[src/rtl/result_writer.sv]
// result_writer
// Write-back path from the PE array into a byte-wide buffer. It takes a packed
// MaxWidth-lane result vector and writes it out one byte per cycle to
// consecutive buffer addresses. The address range runs from startAddr to
// finalAddr inclusive and wraps at the top of the buffer. The sticky
// "finished" flag rises once the last byte has gone out.
//
// Ports:
//   clk          clock, rising edge
//   rst          asynchronous active-high reset
//   writeBackEn  start request, sampled only while idle
//   startAddr    first buffer address, captured at start
//   finalAddr    last buffer address (inclusive), captured at start
//   dataInValid  PE result vector valid
//   dataIn       packed vector, lane i = bits [(i+1)*DataWidth-1 -: DataWidth]
//   dataInReady  a vector can be accepted this cycle
//   writeEn      buffer write strobe
//   writeAddr    buffer write address (0 when not writing)
//   writeData    buffer write byte (0 when not writing)
//   busy         high whenever not idle
//   finished     sticky done flag, cleared by the next accepted start
module result_writer #(
    parameter int MaxWidth  = 9,
    parameter int Depth     = 32,
    parameter int DataWidth = 8,
    parameter int AddrWidth = $clog2(Depth),
    parameter int LaneWidth = $clog2(MaxWidth)
) (
    input  logic                          clk,
    input  logic                          rst,
    input  logic                          writeBackEn,
    input  logic [AddrWidth-1:0]          startAddr,
    input  logic [AddrWidth-1:0]          finalAddr,
    input  logic                          dataInValid,
    input  logic [MaxWidth*DataWidth-1:0] dataIn,
    output logic                          dataInReady,
    output logic                          writeEn,
    output logic [AddrWidth-1:0]          writeAddr,
    output logic [DataWidth-1:0]          writeData,
    output logic                          busy,
    output logic                          finished
);

    localparam logic [1:0] IDLE   = 2'd0;
    localparam logic [1:0] ACCEPT = 2'd1;
    localparam logic [1:0] WRITE  = 2'd2;
    localparam logic [1:0] DONE   = 2'd3;

    localparam logic [LaneWidth-1:0] LAST_LANE = LaneWidth'(MaxWidth - 1);

    logic [1:0]                    state_reg, state_next;
    logic [AddrWidth-1:0]          ptr_reg,   ptr_next;
    logic [AddrWidth-1:0]          end_reg,   end_next;
    logic [LaneWidth-1:0]          lane_reg,  lane_next;
    logic [MaxWidth*DataWidth-1:0] vec_reg,   vec_next;
    logic                          fin_reg,   fin_next;

    // Split the held vector into lanes so the current byte is a plain mux.
    logic [DataWidth-1:0] lanes [MaxWidth];

    genvar gi;
    generate
        for (gi = 0; gi < MaxWidth; gi++) begin : g_lane
            assign lanes[gi] = vec_reg[(gi+1)*DataWidth-1 -: DataWidth];
        end
    endgenerate

    always_comb begin
        state_next = state_reg;
        ptr_next   = ptr_reg;
        end_next   = end_reg;
        lane_next  = lane_reg;
        vec_next   = vec_reg;
        fin_next   = fin_reg;
        case (state_reg)
            IDLE: begin
                if (writeBackEn) begin
                    ptr_next   = startAddr;
                    end_next   = finalAddr;
                    fin_next   = 1'b0;
                    state_next = ACCEPT;
                end
            end
            ACCEPT: begin
                if (dataInValid) begin
                    vec_next   = dataIn;
                    lane_next  = '0;
                    state_next = WRITE;
                end
            end
            WRITE: begin
                // Depth is a power of two, so natural overflow gives the wrap.
                ptr_next = ptr_reg + AddrWidth'(1);
                if (ptr_reg == end_reg) begin
                    // Last byte of the range: any remaining lanes are dropped.
                    state_next = DONE;
                end else if (lane_reg == LAST_LANE) begin
                    state_next = ACCEPT;
                end else begin
                    lane_next = lane_reg + LaneWidth'(1);
                end
            end
            DONE: begin
                fin_next   = 1'b1;
                state_next = IDLE;
            end
            default: state_next = IDLE;
        endcase
    end

    always_ff @(posedge clk or posedge rst) begin
        if (rst) begin
            state_reg <= IDLE;
            ptr_reg   <= '0;
            end_reg   <= '0;
            lane_reg  <= '0;
            vec_reg   <= '0;
            fin_reg   <= 1'b0;
        end else begin
            state_reg <= state_next;
            ptr_reg   <= ptr_next;
            end_reg   <= end_next;
            lane_reg  <= lane_next;
            vec_reg   <= vec_next;
            fin_reg   <= fin_next;
        end
    end

    // All outputs decode from registered state, so an asynchronous reset
    // drops them in the same instant.
    assign dataInReady = (state_reg == ACCEPT);
    assign writeEn     = (state_reg == WRITE);
    assign busy        = (state_reg != IDLE);
    assign finished    = fin_reg;
    assign writeAddr   = writeEn ? ptr_reg : '0;
    assign writeData   = writeEn ? lanes[lane_reg] : '0;

endmodule

[config.mk]
export PLATFORM = sky130hd
export DESIGN_NAME = result_writer
export DESIGN_NICKNAME = d
export VERILOG_FILES = /design/src/rtl/result_writer.sv
export SDC_FILE = /design/constraint.sdc
export NUM_CORES = 1
export LEC_CHECK = 0
export ABC_AREA = 1
export CAP_MARGIN = 20
export CORE_ASPECT_RATIO = 1.4
export CORE_MARGIN = 5
export CORE_UTILIZATION = 54
export DETAILED_ROUTE_END_ITERATION = 7
export PLACE_DENSITY = 0.85
export SETUP_SLACK_MARGIN = 0.3
export SLEW_MARGIN = 40
export SYNTH_ARGS = -nofsm -noshare
export SYNTH_HDL_FRONTEND = slang
export SYNTH_SLANG_ARGS = --single-unit
[constraint.sdc]
create_clock -name clk -period 5.7 [get_ports clk]
set_input_delay 1.14 -clock clk [delete_from_list [all_inputs] [get_ports clk]]
set_output_delay 1.14 -clock clk [all_outputs]
set_load 0.02 [all_outputs]
==> impl_metrics.tcl, run 1 <==
set metrics [dict create \
    hold_buffers 0 \
    post-cts-setup-buffer-count 0 \
    worst_slew_pin_slew_ns 0.7544 \
    root_buffer "clkbuf_16" \
    antenna_found_initial 0 \
    final-setup-viol-count 0 \
    maxCapViolations 0 \
    synth-main-ff-cell "dfrtp_1" \
    synth_top_family_by_area "simple AND/OR/NAND/NOR gates" \
    synth-compound-area-share_pct 11.97 \
    yosysTopAreaCell "dfrtp_1" \
    syn_inst 562 \
    initial_core_util_pct 54.87 \
    die_w_um 86.67 \
    fin_crit_ns 3.762 \
    path_class "reg -> out" \
    cts_buffers 9 \
    cts.htree.levels 3 \
    synth-edff-count 0 \
    cts-resized-gates 0 \
    drive_above_1_share_pct 7.002 \
    io_pins 103 \
    grt_pass1_vias 4081 \
    tns_ns 0 \
    grt_max_degree 55 \
    met3_usage_pct 4.278 \
    synth_warnings 0 \
    diodes 0 \
    final_max_slew_viol_count 0 \
    ys_seq_elements 89 \
    critPathMaxStageDelay_ns 0.68 \
    fin_crit_sh_pct 66.01 \
    utilization_pct 70.91 \
    rsz0062_at_grt "false" \
    leakage_nw 2.744 \
    core_um2 8100 \
    avgSynthCellArea_um2 7.908 \
    crit_path_end_kind "output pin" \
    post_synth_num_cell_types 34 \
    multi_input_area_um2 1821 \
    crit_chain "inv_4, a21oi_1, o21ai_0, nand3_1, nand3_1, a21oi_1, clkdlybuf4s50_1" \
    synthXorXnorAreaFrac_pct 0.3941 \
    max_freq_mhz 265.8 \
    grtUsageTotal_pct 23.91 \
    worst_ep_arrival_time_ns 2.62 \
    crit_slowest_cell "dfrtp_2" \
    drc_errors 0 \
    met2_usage_pct 38.22 \
    fillers 649 \
    grt.met1_usage_pct 28.49 \
    largest_reg_flops 72 \
    yosysTopAreaCellShare_pct 50.11 \
    wl_per_cell_um 15.42 \
    place_inst 742 \
    drt_wl_total_um 11700 \
    cts.clk_slew.worst_paths_ns 0.06 \
    worst_setup_path_start_kind "flip-flop" \
    layout_common_cells "nand2_1, clkdlybuf4s50_1, dfrtp_1, o21ai_0, inv_1" \
    skew_ns 0.005548 \
    tritoncts "built" \
    antenna_left 0 \
    ir_drop_v 0.0002913 \
    overflow 0 \
    mostFrequentLayoutCell "nand2_1" \
    relSlewSlack_pct 49.63 \
    synth-async-reset-ratio_pct 100.0 \
    dp_slack_ns 2.122 \
    fin_ws_ns 1.938 \
    grt_pass1_wl_um 18910 \
    clockBufferDepth 2 \
    clock_sinks 89 \
    regArea_um2 2230 \
    dr.pass1.iters 5 \
    hold_path.class "reg -> reg" \
    yosys.area_share.simple_pct 27.76 \
    cp_max_fo 27 \
    clk_latency_ns 0.34 \
    synth_fa_ha_area_share_pct 0.8446 \
    synth_area_um2 4444 \
    ys_seq_area_share_pct 50.11 \
    synth_area_leaders "dfrtp_1, nand2_1, o21ai_0" \
    syn_nets 651 \
    vias_per_cell 5.339 \
    final_cells 759 \
    drt-initial-drc-count 338 \
    dp_hpwl_um 8703 \
    gp_congestion 0.9106 \
    hold_viol 0 \
    vias 4052 \
    synthMuxAreaShare_pct 0 \
    num_rows 39 \
    crit_required_ns 4.56 \
    dieArea_um2 10170 \
    status "completed" \
    busiest_layer "met2" \
    io_buffer_count 102 \
    hold_ws_ns 0.4774 \
    nNetsFinal 741 \
    cellPowerDensity_nw_per_um2 531.1 \
    area_growth_syn_to_layout_pct 29.25 \
    die_h_um 117.3 \
]
metal layers:
layer	share of wire, %	wire length (um)	up-vias
met4	5.8	682	0
met1	38	4456	1865
li1	-	-	1965
met2	50	5842	172
met3	6.2	721	50
met5	0	0	-
layout make-up:
| class | instances | area share (%) |
|---|---|---|
| clock inverter | 3 | 1.133 |
| timing repair buffer | 106 | 18.65 |
| clock buffer | 13 | 4.356 |
| multi-input combinational | 399 | 31.69 |
| tap | 102 | 2.222 |
| sequential | 89 | 38.82 |
| inverter | 47 | 3.137 |
power breakdown:
group | total (mW) | leakage (nW) | switching [mW] | internal (mW)
Combinational | 1.25 | 1.49 | 0.767 | 0.483
Clock | 0.627 | 0.154 | 0.231 | 0.396
Sequential | 1.17 | 1.10 | 0.245 | 0.930
Total | 3.05 | 2.74 | 1.24 | 1.81
worst max-delay path, delay by kind of cell, from the launching register on:
kind                   cells  cell delay (ns)
buffers and inverters      2             0.86
flip-flops                 1             0.68
AO/OA/AOI/OAI              3             0.53
AND/OR/NAND/NOR            2             0.21
worst paths after layout:
| check | from | slack (ns) | endpoint | depth (start not counted) |
|---|---|---|---|---|
| worst min register to register | vec_reg[43] | 0.48 | vec_reg[43] | 2 |
| min in group asynchronous | rst | 1.18 | vec_reg[25] | 2 |
| max in group asynchronous | rst | 3.38 | lane_reg[0] | 3 |
| worst max-delay path | lane_reg[0] | 1.94 | writeData[5] | 7 |
| worst min-delay path | vec_reg[43] | 0.48 | vec_reg[43] | 2 |
| worst max register to register | state_reg[1] | 3.84 | vec_reg[40] | 7 |
synthesized netlist by cell type (2+ instances only):
library cell	number
o21ai_1	10
inv_1	34
clkbuf_1	3
buf_2	9
nand2_1	228
nor2_4	2
nand4_1	3
nor2_1	27
nor2_2	2
ha_1	3
o21ai_0	42
buf_4	2
nand3_1	31
o31ai_1	3
o21ai_2	2
inv_2	12
o211ai_1	9
dfrtp_1	89
buf_6	13
a21oi_1	24
cell families after synthesis:
group | after synthesis
simple gates | 299
compound gates | 95
flops | 89
buf+inv | 74
fa+ha+maj | 3
xor+xnor | 2
per-stage QoR:
step / area (um2) / total power, mW
after CTS: 5715 / 3.047
after global placement: 5399 / 2.356
after floorplan: 4444 / 2.030
final: 5744 / 3.051
after global routing: 5744 / 3.280
after detailed placement: 5400 / 2.412
(Power assumes the default switching activity.)
==> run 2: changes to the inputs <==
Settings changed: CORE_UTILIZATION 54 to 50, PLACE_DENSITY 0.85 to 0.8.
Clock period 5.7 ns to 3.7 ns, I/O delays scaled along.
==> run 2 against run 1 <==
  * Sequential share of layout area rose by 0.11 points
  * Worst setup slack got worse by 1.4 ns
  * Clock power up 43%
  * Critical path type unchanged
  * Largest power group unchanged
==> impl_metrics.tcl, run 2 (synthesis gave the netlist of run 1 again) <==
set metrics [dict create \
    vias 3918 \
    crit_slowest_cell "clkdlybuf4s50_1" \
    critPathMaxStageDelay_ns 0.63 \
    dieArea_um2 10900 \
    path_class "reg -> out" \
    hold_path.class "reg -> reg" \
    initial_core_util_pct 51.33 \
    antenna_found_initial 0 \
    clock_sinks 89 \
    status "completed" \
    tns_ns 0 \
    cts.htree.levels 3 \
    dp_hpwl_um 8513 \
    crit_path_end_kind "output pin" \
    cp_max_fo 32 \
    grtUsageTotal_pct 21.87 \
    netSwitchingFraction_pct 41.22 \
    hold_viol 0 \
    area_growth_syn_to_layout_pct 28.89 \
    die_w_um 89.68 \
    power.switching_mw 1.898 \
    clock_power_share_pct 19.4 \
    cts-resized-gates 0 \
    finalPower_mw 4.605 \
    fin_crit_sh_pct 85.72 \
    overflow 0 \
    antenna_left 0 \
    path_common_cell "nand3_1" \
    root_buffer "clkbuf_16" \
    maxCapViolations 0 \
    clk_latency_ns 0.34 \
    tritoncts "built" \
    drt_wl_total_um 11260 \
    final-setup-viol-count 0 \
    path_buf_inv 2 \
    layout_common_cells "nand2_1, clkdlybuf4s50_1, dfrtp_1, o21ai_0, inv_1" \
    final_max_slew_viol_count 0 \
    core_um2 8658 \
    place_inst 745 \
    dr.pass1.iters 5 \
    hold_ws_ns 0.4729 \
    crit_chain "buf_4, o211ai_1, nand3_1, nand3_1, a21oi_1, clkdlybuf4s50_1" \
    utilization_pct 66.16 \
    fin_crit_ns 3.172 \
    dp_slack_ns 0.6957 \
    die_h_um 121.6 \
    cell_internal_pwr_mw 2.707 \
    post-cts-setup-buffer-count 0 \
    worst_slew_pin_slew_ns 0.7635 \
    ir_drop_v 0.0005243 \
    path_delay_family "buffers and inverters" \
    final_cells 761 \
    wl_per_cell_um 14.79 \
    fin_area_um2 5728 \
    clockBufferDepth 2 \
    fin_ws_ns 0.5284 \
    drive_above_1_share_pct 7.165 \
    worst_setup_path_start_kind "flip-flop" \
    pwr-share-comb_pct 41.7 \
    cts.clk_slew.worst_paths_ns 0.06 \
    drt-initial-drc-count 273 \
    io_pins 103 \
    nNetsFinal 740 \
    grt_max_degree 96 \
    grt_pass1_vias 3884 \
    skew_ns 0.007004 \
    vias_per_cell 5.148 \
    num_rows 40 \
    worst_ep_arrival_time_ns 2.43 \
    relSlewSlack_pct 49.03 \
    diodes 0 \
    cellPowerDensity_nw_per_um2 803.9 \
    grt_pass1_wl_um 18110 \
    mostFrequentLayoutCell "nand2_1" \
    gp_congestion 0.9052 \
    hold_buffers 0 \
    largest_reg_flops 72 \
    max_freq_mhz 315.3 \
    place_area_um2 5429 \
    cts_buffers 9 \
    rsz0062_at_grt "false" \
    r2r_setup_slack_ns 1.98 \
    leakage_nw 2.728 \
    seqPwrFrac_pct 38.9 \
    crit_required_ns 2.96 \
    io_buffer_count 102 \
    drc_errors 0 \
]
-- run 2: cell count changes in the layout (fill, tap and decap cells not counted), sizes merged --
cell	before	now
clkbuf	13	11
clkinvlp	0	2
buf	4	3
bufinv	2	1
clkinv	2	3
-- run 2: cell type report --
type | instances | area [um2]
tap | 105 | 131.4
multi-input combinational | 399 | 1821
timing repair buffer | 105 | 1069
clock buffer | 11 | 242.7
inverter | 47 | 180.2
sequential | 89 | 2230
fill | 733 | 2930
clock inverter | 5 | 55.05
-- run 2: worst paths after layout --
kind	cells after the start	start	endpoint
worst max-delay path	6	lane_reg[0]	writeData[5]
worst min-delay path	2	vec_reg[46]	vec_reg[46]
worst max register to register	8	lane_reg[1]	lane_reg[0]
worst min register to register	2	vec_reg[46]	vec_reg[46]
max in group asynchronous	3	rst	lane_reg[1]
min in group asynchronous	2	rst	vec_reg[28]
-- run 2: power groups by stage --
stage	logic (mW)	registers, mW	clock network, mW
2_1_floorplan	1.49	1.64	0
3_3_place_gp	1.88	1.79	0
3_5_place_dp	1.93	1.79	0
4_1_cts	1.94	1.78	0.913
5_1_grt	2.18	1.84	0.952
6_report	1.92	1.79	0.895
-- run 2: worst reg2reg max path, stage by stage, from the launching register on --
cell     delay (ns)
dfrtp_2        0.72
inv_2          0.18
ha_1           0.22
nand3_1        0.09
nand2_1        0.06
inv_2          0.12
o21ai_2        0.09
nand2_1        0.07
nand2_1        0.06
-- run 2: metal layers --
metal	wire length [um]	global-route usage (%)	vias up
met2	5691	36.40	123
met5	0	0	-
li1	-	-	1966
met1	4542	26.27	1795
met3	526	3.451	34
met4	494	12.48	0
==> run 3: changes to the inputs <==
Settings changed: CORE_MARGIN 5 to not set, CORE_UTILIZATION 50 to 47, CTS_BUF_LIST set to sky130_fd_sc_hd__clkbuf_4 sky130_fd_sc_hd__clkbuf_8, PLACE_DENSITY 0.8 to 0.79.
Clock period 3.7 ns to 2.75 ns, I/O delays scaled along.
==> run 3 against run 2 <==
  * Clock skew barely moved
  * Worst setup slack got worse by 0.16 ns
  * The flow now finishes with violations (design-rule violations)
  * Power rose by 32%
==> impl_metrics.tcl, run 3 (synthesis gave the netlist of run 1 again) <==
set metrics [dict create \
    status "finished with violations" \
    violations "design-rule violations" \
    pwr-share-comb_pct 45.1 \
    initial_core_util_pct 48.95 \
    crit_required_ns 2.20 \
    power.switching_mw 2.562 \
    core_um2 9080 \
    reg2reg_from "state_reg[1]" \
    antenna_left 0 \
    grt_pass1_vias 3810 \
    min_from "vec_reg[5]" \
    dp_hpwl_um 8075 \
    hold_viol 0 \
    drc_errors 16 \
    r2r_setup_slack_ns 1.14 \
    hold_path.class "reg -> reg" \
    gp_congestion 0.9402 \
    nNetsFinal 748 \
    rsz0062_at_grt "true" \
    grt_max_degree 90 \
    drt_wl_total_um 10960 \
    holdPathStages 2 \
    cts.clk_slew.worst_paths_ns 0.08 \
    cell_internal_pwr_mw 3.507 \
    clockBufferDepth 2 \
    grtUsageTotal_pct 23.57 \
    fillers 821 \
    crit_slowest_cell "dfrtp_2" \
    final-setup-viol-count 0 \
    dp_slack_ns 0.1273 \
    clock_power_share_pct 16.7 \
    cts.htree.levels 3 \
    die_w_um 84.19 \
    cellPowerDensity_nw_per_um2 1062 \
    dieArea_um2 9854 \
    diodes 0 \
    vias 3993 \
    clk_latency_ns 0.36 \
    max_freq_mhz 420.5 \
    path_depth 6 \
    grt_pass1_wl_um 17810 \
    area_growth_syn_to_layout_pct 28.55 \
    final_max_slew_viol_count 0 \
    hold_end "vec_reg[5]" \
    crit_chain "buf_8, nor4_4, buf_4, nand2_1, a21oi_1, buf_2" \
    vias_per_cell 5.179 \
    skew_ns 0.007119 \
    fin_ws_ns 0.3720 \
    layout_common_cells "nand2_1, clkdlybuf4s50_1, dfrtp_1, o21ai_0, inv_1" \
    ir_drop_v 0.0004757 \
    worst_ep_arrival_time_ns 1.83 \
    num_rows 41 \
    io_pins 103 \
    wl_per_cell_um 14.22 \
    root_buffer "clkbuf_8" \
    fin_crit_sh_pct 86.47 \
    path_delay_family "buffers and inverters" \
    tns_ns 0 \
    drt-initial-drc-count 252 \
    seqPwrFrac_pct 38.2 \
    leakage_nw 2.808 \
    fin_crit_ns 2.378 \
    antenna_found_initial 0 \
    critPathMaxStageDelay_ns 0.47 \
    cp_max_fo 10 \
    relSlewSlack_pct 68.67 \
    overflow 0 \
    die_h_um 117.1 \
    reg2reg_to "lane_reg[0]" \
    r2r_cells 7 \
    finalPower_mw 6.069 \
    mostFrequentLayoutCell "nand2_1" \
    largest_reg_flops 72 \
    maxCapViolations 0 \
    worst_slew_pin_slew_ns 0.4700 \
    crit_path_end_kind "output pin" \
    path_buf_inv 3 \
    clock_sinks 89 \
    drive_above_1_share_pct 9.488 \
    worst_setup_path_start_kind "flip-flop" \
    hold_buffers 0 \
    dr.pass1.iters 7 \
    tritoncts "built" \
    netSwitchingFraction_pct 42.22 \
    path_class "reg -> out" \
    cts_buffers 9 \
    io_buffer_count 102 \
]
## run 3: changes by cell type in the layout (fill, tap and decap cells not counted), sizes merged
cell,delta
bufinv,+1
clkinv,-1
buf,+16
dlymetal6s2s,+3
clkdlybuf4s50,-11
## run 3: worst reg2reg max path, delay by kind of cell (launching register included)
family | cells | cell delay [ns]
buffers and inverters | 2 | 0.52
flip-flops | 1 | 0.46
AO/OA/AOI/OAI | 1 | 0.17
AND/OR/NAND/NOR | 4 | 0.34
## run 3: through the flow
stage	utilization (%)	instances	instance area (um2)	hold slack (ns)
floorplan	-	562	4448	0.4366
global placement	60.33	753	5478	0.4535
detailed placement	60.33	753	5478	0.4531
CTS	62.70	771	5693	0.4734
global route	62.92	771	5713	0.5049
finish	62.92	771	5713	0.4710
## run 3: power by group through the flow
stage,registers [mW],clock network (mW),logic (mW)
after floorplan,2.20,0,2.01
after global placement,2.31,0,2.64
after detailed placement,2.33,0,2.73
after CTS,2.30,1.03,2.72
after global routing,2.39,1.10,3.06
final,2.32,1.01,2.74
## run 3: per-layer routing
metal | global-route usage [%] | up-vias | part of all wire [%]
met1 | 28.35 | 1869 | 42
li1 | - | 1982 | -
met5 | 0 | - | 0
met4 | 13.91 | 0 | 3.5
met3 | 3.506 | 24 | 4.3
met2 | 40.71 | 118 | 50
## run 3: how the worst max path moves through the flow
stage | slack, ns | startpoint | endpoint
2_1_floorplan | 0.82 | lane_reg[0] | writeData[0]
3_3_place_gp | 0.21 | lane_reg[0] | writeData[5]
3_5_place_dp | 0.13 | lane_reg[0] | writeData[2]
4_1_cts | 0.28 | lane_reg[0] | writeData[2]
5_1_grt | 0.25 | lane_reg[0] | writeData[5]
6_report | 0.37 | lane_reg[0] | writeData[2]
## run 3: cell type report
class                           instances  area [um2]  share of cell area [%]
Sequential cell                        89        2228                   39.01
Inverter                               47       182.7                   3.198
Clock inverter                          5       77.57                   1.358
Clock buffer                           11       151.4                   2.650
Tap cell                              107       133.9                   2.343
Timing Repair Buffer                  113        1119                   19.58
Multi-Input combinational cell        399        1821                   31.87
## run 3: repair_timing
| action | 4_1_cts | 5_1_grt |
|---|---|---|
| setup endpoints to repair | 8 | 10 |
| buffers inserted | 2 | 0 |
| resized for setup | 33 | 12 |
| pin swaps | 1 | 0 |
==> patch 1: new RTL, config.mk and constraints of run 3 <==
Set the parameter `Depth` to 64 (it was 32).
--- a/src/rtl/result_writer.sv
+++ b/src/rtl/result_writer.sv
@@ -22,5 +22,5 @@
 module result_writer #(
     parameter int MaxWidth  = 9,
-    parameter int Depth     = 32,
+    parameter int Depth     = 64,
     parameter int DataWidth = 8,
     parameter int AddrWidth = $clog2(Depth),
Interface: changed (resized finalAddr, startAddr and writeAddr); port bits go from 103 to 106. No check against the original RTL was run, so the function may have changed too.
==> patch 1 against run 3 <==
Core utilization rose by 0.36 points; wire length is 2.5% higher; sequential cell count grew 2; first-iteration DRC count up 5.6%; total power down 2.7%; final area up 1.1%; global-route usage rose by 0.80 points; die area rose by 1.1%; synthesized area rose by 1.1%; worst setup slack lost 0.044 ns; critical endpoint unchanged.
==> patch 1: results (changes against run 3) <==
* Outcome: complete, no violations
* Largest net degree at the start of global routing at 55 (-39%)
* Peak supply drop at 0.513 mV (+7.7%)
* Layout cell share with drive strength beyond 1 at 8.27% (-1.2 points)
* Met2 routed WL at 5830 um (+5.9%)
* DP HPWL at 8360 um (+3.6%)
* Crit Path Max Fanout at 16 (+6)
* Compound-Gate Fraction of Synth Area at 12.0% (+0.062 points)
* WL met3 at 441 um (-6.8%)
* Post-synth ARST share at 100% (unchanged)
* CP Data Arrival Time at 1.87 ns (+0.04 ns)
* Post-DR vias/cell at 5.13 (-1.0%)
* Xor/xnor share of the synthesized area at 0.585% (+0.19 points)
* Synth top cells by count: nand2_1 (233), dfrtp_1 (91), o21ai_0 (57)
* Gr usage total at 24.4% (+0.80 points)
* LEAKAGE at 2.88 nW (+2.4%)
* Cells after Synth at 583 (+3.7%)
* Fin Clk Skew at 0.00655 ns (-0.000566 ns)
* Post-Syn Nets at 674 (+3.5%)
* 1st-iter DRT viols at 266 (+5.6%)
* Hold EP: vec_reg[44]
* Grt met1 use at 29.1% (+0.78 points)
* Worst slew pin tran at 0.656 ns (+0.186 ns)
* Final nets at 775 (+3.6%)
* Setup crit start: lane_reg[1]
* Final Wtd Congestion at 0.878 (-6.6%)
* Sequential share of the synthesized area at 50.7% (+0.56 points)
* Synth area leaders: dfrtp_1 (51%), nand2_1 (19%), o21ai_0 (6.3%)
* R2R Path End: vec_reg[20]
* Adder-cell share of the synthesized area at 0.835% (-0.0094 points)
* Buffers on Ports at 105 (+2.9%)
* Worst reg2reg setup slack at 0.95 ns (-0.19 ns)
* Startpoint of the worst hold path: vec_reg[44]
* DR WL/cell at 14.1 um (-0.76%)
* M3 GR Usage at 5.19% (+1.7 points)
* FF-to-FF path depth at 6 (-1)
* Setup repair bufs after CTS at 3 (+1)
* First-pass GRT wire length at 18900 um (+6.3%)
* DR vias at 4081 (+2.2%)
==> patch 1: cell types whose count changed in the layout (fill, tap and decap cells not counted), sizes merged, moves of 3 or more <==
cell | before | now
o21ai | 54 | 58
nand2 | 230 | 234
clkinv | 2 | 5
clkinvlp | 2 | 5
inv | 46 | 51
nor2 | 31 | 34
o31ai | 3 | 0
a21oi | 25 | 29
==> patch 1: worst max-delay path: cells and delay by family (launching register included) <==
kind	cells	cell delay (ns)
DFF	1	0.46
buffers and inverters	2	0.37
AOI/OAI and AO/OA	3	0.41
and+or+nand+nor	2	0.27
==> patch 1: cells by family (layout without fill, tap and decap cells) <==
logic type	count (synthesis)	after routing
and+or+nand+nor	303	303
adders and majority gates	3	3
buffers and inverters	82	188
DFF	91	91
xor gates and xnor gates	3	3
AOI/OAI and AO/OA	101	101
==> patch 1: final cells by class <==
type | count | area (sq um)
clock buffers | 9 | 124
clock inverters | 7 | 45.0
fillers | 840 | 3350
inverters | 54 | 211
multi-input cells | 410 | 1840
flip-flops and latches | 91 | 2280
well taps | 107 | 134
repair buffers | 118 | 1140
==> patch 1: stage by stage <==
step | worst slack, ns | utilization (%) | instance area [sq um] | hold WS [ns] | power (mW)
floorplan | 0.821 | - | 4500 | 0.437 | 4.19
global placement | 0.271 | 61.0 | 5570 | 0.451 | 4.97
detailed placement | 0.196 | 61.0 | 5570 | 0.453 | 5.08
CTS | 0.214 | 62.9 | 5740 | 0.475 | 5.87
global route | 0.256 | 63.3 | 5780 | 0.495 | 6.39
finish | 0.328 | 63.3 | 5780 | 0.476 | 5.91
==> patch 1: power breakdown <==
part	internal [mW]	leakage (nW)	switching, mW
sequential	1.97	1.12	0.385
combinational	1.02	1.67	1.73
clock	0.322	0.0770	0.479
==> patch 2: new RTL, config.mk and constraints of run 3 <==
Without the edit above. Make the reset (`rst`) synchronous in one clocked block. Comments in the files are not updated.
--- a/src/rtl/result_writer.sv
+++ b/src/rtl/result_writer.sv
@@ -109,5 +109,5 @@
     end
 
-    always_ff @(posedge clk or posedge rst) begin
+    always_ff @(posedge clk) begin
         if (rst) begin
             state_reg <= IDLE;
Behaviour: differs if rst is asserted again (counterexample within 4 cycles, from zero or initial values and one cycle with rst high); with rst held inactive, the same outputs for 10 cycles.
==> patch 2 against run 3 <==
Wire length is 6.7% higher; worst setup slack better by 0.017 ns; sequential cell count stayed put; register-to-register slack worse by 0.41 ns; non-clock buffer count is 4 higher; total power is 20% lower; synthesized area is 5.9% lower; final area is 4.0% lower; critical endpoint is now writeData[0].
==> patch 2: results (changes against run 3) <==
* Worst reg2reg setup slack at 0.73 ns (-0.41 ns)
* Final Wtd Congestion at 0.861 (-8.4%)
* 1st-pass router iterations at 5 (-2)
* Final nets at 756 (+1.1%)
* Met2 routed WL at 5920 um (+7.6%)
* GRT met2 Usage at 44.1% (+3.4 points)
* Slowest cell on crit path: dfxtp_2
* R2R Path End: lane_reg[1]
* WL met3 at 490 um (+3.6%)
* Grt met1 use at 31.2% (+2.8 points)
* Post-synth ARST share at 0% (-100 points)
* Synth top cells by count: a21oi_1 (101), nand2_1 (90), dfxtp_1 (89)
* Synth area leaders: dfxtp_1 (43%), a21oi_1 (12%), nand3_1 (9.6%)
* Outcome: complete, no violations
* Largest net degree at the start of global routing at 106 (+18%)
* Sequential share of the synthesized area at 42.6% (-7.5 points)
* Longest individual stage delay on the worst path at 0.34 ns (-0.13 ns)
* Post-CTS Resized at 12 (-64%)
* Setup repair bufs after CTS at 1 (-1)
* FF-to-FF path depth at 10 (+3)
* Peak supply drop at 0.546 mV (+15%)
* CP Data Arrival Time at 1.81 ns (-0.02 ns)
* Post-Syn Nets at 673 (+3.4%)
* R2r startpoint: state_reg[0]
* Post-DR vias/cell at 5.42 (+4.6%)
* Startpoint of the worst hold path: vec_reg[58]
* Vias in the first global route at 3910 (+2.6%)
* First-pass GRT wire length at 18600 um (+4.3%)
* Wire length on met1 at 4720 um (+2.5%)
* Crit Path Max Fanout at 34 (+24)
* Filler cells at 784 (-4.5%)
* Final hold slack at 0.458 ns (-0.0127 ns)
* M3 GR Usage at 4.16% (+0.65 points)
[patch 2: worst max-delay path by stage]
stage / startpoint / end / slack (ns) / cells after the start
floorplan: lane_reg[0] / writeData[1] / 0.89 / 6
global placement: lane_reg[2] / writeData[4] / 0.30 / 5
detailed placement: lane_reg[2] / writeData[4] / 0.29 / 5
CTS: lane_reg[0] / writeData[2] / 0.22 / 7
global route: lane_reg[0] / writeData[7] / 0.29 / 7
finish: lane_reg[0] / writeData[0] / 0.39 / 7
[patch 2: logic make-up (layout without fill, tap and decap cells)]
logic type      count (synthesis)  after routing  synth area share, %
simple gates                  201            201                 21.5
compound gates                187            187                 23.6
buf+inv                       101            189                 10.8
flops                          89             89                 42.6
fa+ha+maj                       3              3                0.897
xor+xnor                        3              3                0.628
[patch 2: worst register-to-register path, delay by kind of cell (launching register included)]
| kind | cells | cell delay [ns] |
|---|---|---|
| DFF | 1 | 0.37 |
| buffers and inverters | 4 | 0.83 |
| and+or+nand+nor | 6 | 0.75 |
[patch 2: per-stage QoR]
stage	area (sq um)	std cells
after global placement	5210	756
after floorplan	4180	584
after global routing	5480	777
final	5480	777
after CTS	5460	774
after detailed placement	5210	756
[patch 2: power groups by stage]
| stage | clock, mW | combinational, mW | sequential (mW) |
|---|---|---|---|
| detailed placement | 0 | 2.06 | 1.76 |
| global route | 1.01 | 2.40 | 1.77 |
| floorplan | 0 | 1.49 | 1.72 |
| global placement | 0 | 2.01 | 1.75 |
| finish | 0.938 | 2.17 | 1.74 |
| CTS | 0.957 | 2.11 | 1.73 |
[patch 2: cell type report]
class	count	area, sq um	share of cell area (%)
sequential	89	1790	32.6
clock buffer	11	151	2.76
multi-input combinational	394	1950	35.6
timing repair buffer	117	1180	21.5
inverter	56	220	4.02
clock inverter	5	62.6	1.14
tap	105	131	2.40
